<file path="src/rtl/mux_4x1_arbiter.sv">
// Round-robin owner arbiter for a shared 4x1 mux path: IDLE -> GRANT -> RELEASE, hold limited to HOLD_MAX cycles.
// Grant 1 cycle after req sampled; all outputs registered; no preemption, owner releases by dropping req or by timeout.
module mux_4x1_arbiter #(
   parameter int unsigned HOLD_MAX = 15
) (
   input  logic       clk,
   input  logic       rst_n,
   input  logic [3:0] req,
   output logic [3:0] gnt,
   output logic [1:0] select,
   output logic       busy,
   output logic       timeout
);

   typedef enum logic [1:0] {
      IDLE    = 2'd0,
      GRANT   = 2'd1,
      RELEASE = 2'd2
   } state_t;

   localparam logic [7:0] HOLD_LAST = 8'(HOLD_MAX - 1);

   state_t     state_q, state_d;
   logic [7:0] hold_cnt_q, hold_cnt_d;
   logic [1:0] last_q, last_d;
   logic [3:0] gnt_d;
   logic [1:0] select_d;
   logic       busy_d;
   logic       timeout_d;
   logic       win_vld;
   logic [1:0] win_idx;
   logic [1:0] cand;

   // Scan from the farthest offset down so the nearest requester after last_q wins.
   always_comb begin
      win_vld = 1'b0;
      win_idx = 2'd0;
      cand    = last_q;
      for (int i = 4; i >= 1; i--) begin
         cand = last_q + 2'(i);
         if (req[cand]) begin
            win_vld = 1'b1;
            win_idx = cand;
         end
      end
   end

   always_comb begin
      state_d    = state_q;
      hold_cnt_d = hold_cnt_q;
      last_d     = last_q;
      gnt_d      = gnt;
      select_d   = select;
      busy_d     = busy;
      timeout_d  = 1'b0;
      case (state_q)
         IDLE: begin
            if (win_vld) begin
               state_d    = GRANT;
               gnt_d      = 4'b0001 << win_idx;
               select_d   = win_idx;
               busy_d     = 1'b1;
               hold_cnt_d = 8'd0;
            end else begin
               gnt_d  = 4'b0000;
               busy_d = 1'b0;
            end
         end
         GRANT: begin
            // A voluntary drop wins over the timeout when both land on the same cycle.
            if (!req[select]) begin
               state_d = RELEASE;
               gnt_d   = 4'b0000;
               last_d  = select;
            end else if (hold_cnt_q == HOLD_LAST) begin
               state_d   = RELEASE;
               gnt_d     = 4'b0000;
               last_d    = select;
               timeout_d = 1'b1;
            end else begin
               hold_cnt_d = hold_cnt_q + 8'd1;
            end
         end
         RELEASE: begin
            state_d = IDLE;
            gnt_d   = 4'b0000;
            busy_d  = 1'b0;
         end
         default: begin
            state_d = IDLE;
            gnt_d   = 4'b0000;
            busy_d  = 1'b0;
         end
      endcase
   end

   always_ff @(posedge clk or negedge rst_n) begin
      if (!rst_n) begin
         state_q    <= IDLE;
         hold_cnt_q <= 8'd0;
         last_q     <= 2'b11;
         gnt        <= 4'b0000;
         select     <= 2'b00;
         busy       <= 1'b0;
         timeout    <= 1'b0;
      end else begin
         state_q    <= state_d;
         hold_cnt_q <= hold_cnt_d;
         last_q     <= last_d;
         gnt        <= gnt_d;
         select     <= select_d;
         busy       <= busy_d;
         timeout    <= timeout_d;
      end
   end

endmodule

</file>
<file path="config.mk">
export PLATFORM = sky130hd
export DESIGN_NAME = mux_4x1_arbiter
export DESIGN_NICKNAME = d
export VERILOG_FILES = /design/src/rtl/mux_4x1_arbiter.sv
export SDC_FILE = /design/constraint.sdc
export NUM_CORES = 1
export LEC_CHECK = 0
export CAP_MARGIN = 25
export CORE_ASPECT_RATIO = 1.5
export CORE_MARGIN = 4
export CORE_UTILIZATION = 45
export DETAILED_ROUTE_END_ITERATION = 7
export HOLD_SLACK_MARGIN = 0.05
export PLACE_DENSITY = 0.72
export SLEW_MARGIN = 20
export SYNTH_ARGS = -nofsm -noshare
export SYNTH_HDL_FRONTEND = slang
export SYNTH_SLANG_ARGS = --single-unit
</file>
<file path="constraint.sdc">
create_clock -name clk -period 6.63 [get_ports clk]
set_input_delay 0.663 -clock clk [delete_from_list [all_inputs] [get_ports clk]]
set_output_delay 0.663 -clock clk [all_outputs]
set_load 0.02 [all_outputs]
</file>
==> results_dict.tcl <==
set metrics [dict create \
    yosysSeqAreaShare_pct 48.61 \
    use_met2_pct 27.21 \
    power_density_nw_per_um2 401.6 \
    cts-buffers-inserted 3 \
    holdWs_ns 0.4835 \
    nNetsFinal 128 \
    route.detailed.drc 0 \
    max_freq_mhz 446.6 \
    grt_busiest_layer "met2" \
    synth_nets 113 \
    die_y_um 66.73 \
    synth_area_sq_um 1035 \
    vdd_ir_drop_max_uv 191.1 \
    post_cts_buffers 0 \
    clk_latency_ns 0.30 \
    cts.path.max_buffers 2 \
    drt_iter0_markers 24 \
    globalRouteOverflowTotal 0 \
    rr_worst_depth 7 \
    rsz0062_at_grt "false" \
    cts_resized 0 \
    clockRootBuffer "clkbuf_4" \
    maxSlewViolCount 0 \
    min_period_over_period_pct 33.77 \
    ant_nets 0 \
    gp_congestion 0.8193 \
    crit_type "in2reg" \
    grt_first_pass_wirelength_um 3422 \
    synth_top_area_cell "dfrtp_1" \
    worst_slack_ns 4.391 \
    synth_edf_count 0 \
    holdBufCountCts 0 \
    yosysWarnings 0 \
    cts.sinks 20 \
    tightest_slew_ns 0.8878 \
    area_growth_pct 17.05 \
    cp-start-kind "input port" \
    power_leakage_nw 0.5479 \
    vias 833 \
    avgSynthCellArea_sq_um 9.855 \
    wirelength_um 2114 \
    synthArstFlopShare_pct 100.0 \
    port_buffers 13 \
    gr-usage-met1_pct 17.35 \
    clkTransAtPathRegs_ns 0.10 \
    gr-usage-all-layers_pct 15.37 \
    synth.distinct_cells 31 \
    fp.coreArea_sq_um 2207 \
    post_drt_wl_per_cell_um 14.89 \
    synthCells 105 \
    htreeDepth 1 \
    synth_top_area_share_pct 43.53 \
    fin_crit_ns 2.239 \
    maxCapViolations 0 \
    dr.pass1.iters 5 \
    layout-drive-gt1-share_pct 9.244 \
    antenna_found_initial 0 \
    synth_seq_cells 20 \
    cts_tree "built" \
    grt_pass1_vias 773 \
    final_hold_viol_count 0 \
    crit_required_ns 6.83 \
    die_x_um 47.15 \
    n_antenna_cell 0 \
    cp_max_fo 10 \
    yosysMostFrequentCell "dfrtp_1" \
    setup_viol 0 \
    pin_count 14 \
    finClkSkew_ns 0.005502 \
    initial_core_util_pct 46.88 \
    via_per_inst 5.866 \
    hold_depth 2 \
    finalPower_mw 0.4864 \
    grt_max_degree 21 \
    post-dp-hpwl_um 1636 \
    relSlewSlack_pct 40.63 \
    status "completed" \
    fin_setup_tns_ns 0 \
    crit_path_end_kind "flip-flop" \
    hold_class "reg2reg" \
    num_rows 21 \
    synthTopCellsByArea "dfrtp_1, dfstp_2, nand2_1, o21ai_0, mux2i_1" \
    met3_usage_pct 3.243 \
    ys.flop_type "dfrtp_1" \
    synth_commonest_cells "dfrtp_1, nand2_1, o21ai_0" \
    place_ws_ns 4.088 \
    die_area_sq_um 3146 \
    critPathArrivalTime_ns 2.44 \
]
[worst max-delay path, stage by stage]
cell,delay (ns)
clkdlybuf4s50_1,0.61
nor4_1,0.12
or3_1,0.46
or3_1,0.46
o21a_1,0.12
[layer usage]
layer  wire length [um]  part of all wire (%)
met3                 85                   4.0
met5                  0                     0
met2               1130                    53
met1                866                    41
met4                 31                   1.5
[power breakdown]
group          total (mW)  switching [mW]  internal (mW)  leakage (nW)
combinational       0.209           0.114         0.0945         0.270
sequential          0.207          0.0432          0.164         0.257
clock              0.0705          0.0369         0.0335        0.0210
total               0.486           0.195          0.292         0.548
[kinds of logic after synthesis]
logic type                 Yosys count  synth area share [%]
buffers and inverters                9                 3.990
xor gates and xnor gates             1                0.8466
and+or+nand+nor                     43                 23.22
DFF                                 20                 48.61
adders and majority gates            2                 2.418
AOI/OAI and AO/OA                   23                 12.70
muxes                                7                 8.222
[sequential cells by signal, indices dropped and copies added (netlist names)]
name / cells
gnt: 4
busy: 1
select: 2
last_q: 2
timeout: 1
hold_cnt_q: 8
state_q: 2
[final cells by class]
cell class / instances / area [sq um]
flip-flops and latches: 20 / 503.0
well taps: 23 / 28.78
clock buffers: 4 / 36.28
multi-input cells: 76 / 490.5
inverters: 6 / 22.52
fillers: 192 / 996.0
repair buffers: 13 / 130.1
[layout by cell type, fill, tap and decap left out, types with 4 or more instances in the layout]
| cell | instances |
|---|---|
| dfrtp_1 | 18 |
| nand4_1 | 4 |
| o21ai_0 | 9 |
| clkdlybuf4s50_1 | 13 |
| nand2_1 | 14 |
| a21oi_1 | 4 |
| mux2i_1 | 4 |
| inv_1 | 6 |
| nand3_1 | 5 |
[through the flow]
step                      std cells  cell area, sq um  util, %
after floorplan                 105              1035        -
after global placement          138              1175    53.23
after detailed placement        138              1175    53.23
after CTS                       142              1211    54.88
after global routing            142              1211    54.88
final                           142              1211    54.88
[path summary, 6_finish.rpt]
kind | slack [ns] | from | end
max | 4.39 | req[3] | select[0]
min | 0.48 | gnt[1] | gnt[1]
max reg2reg | 4.42 | hold_cnt_q[0] | hold_cnt_q[6]
min reg2reg | 0.48 | gnt[1] | gnt[1]
max in group asynchronous | 5.24 | rst_n | hold_cnt_q[1]
min in group asynchronous | 0.85 | rst_n | timeout
(Power assumes the default switching activity.)
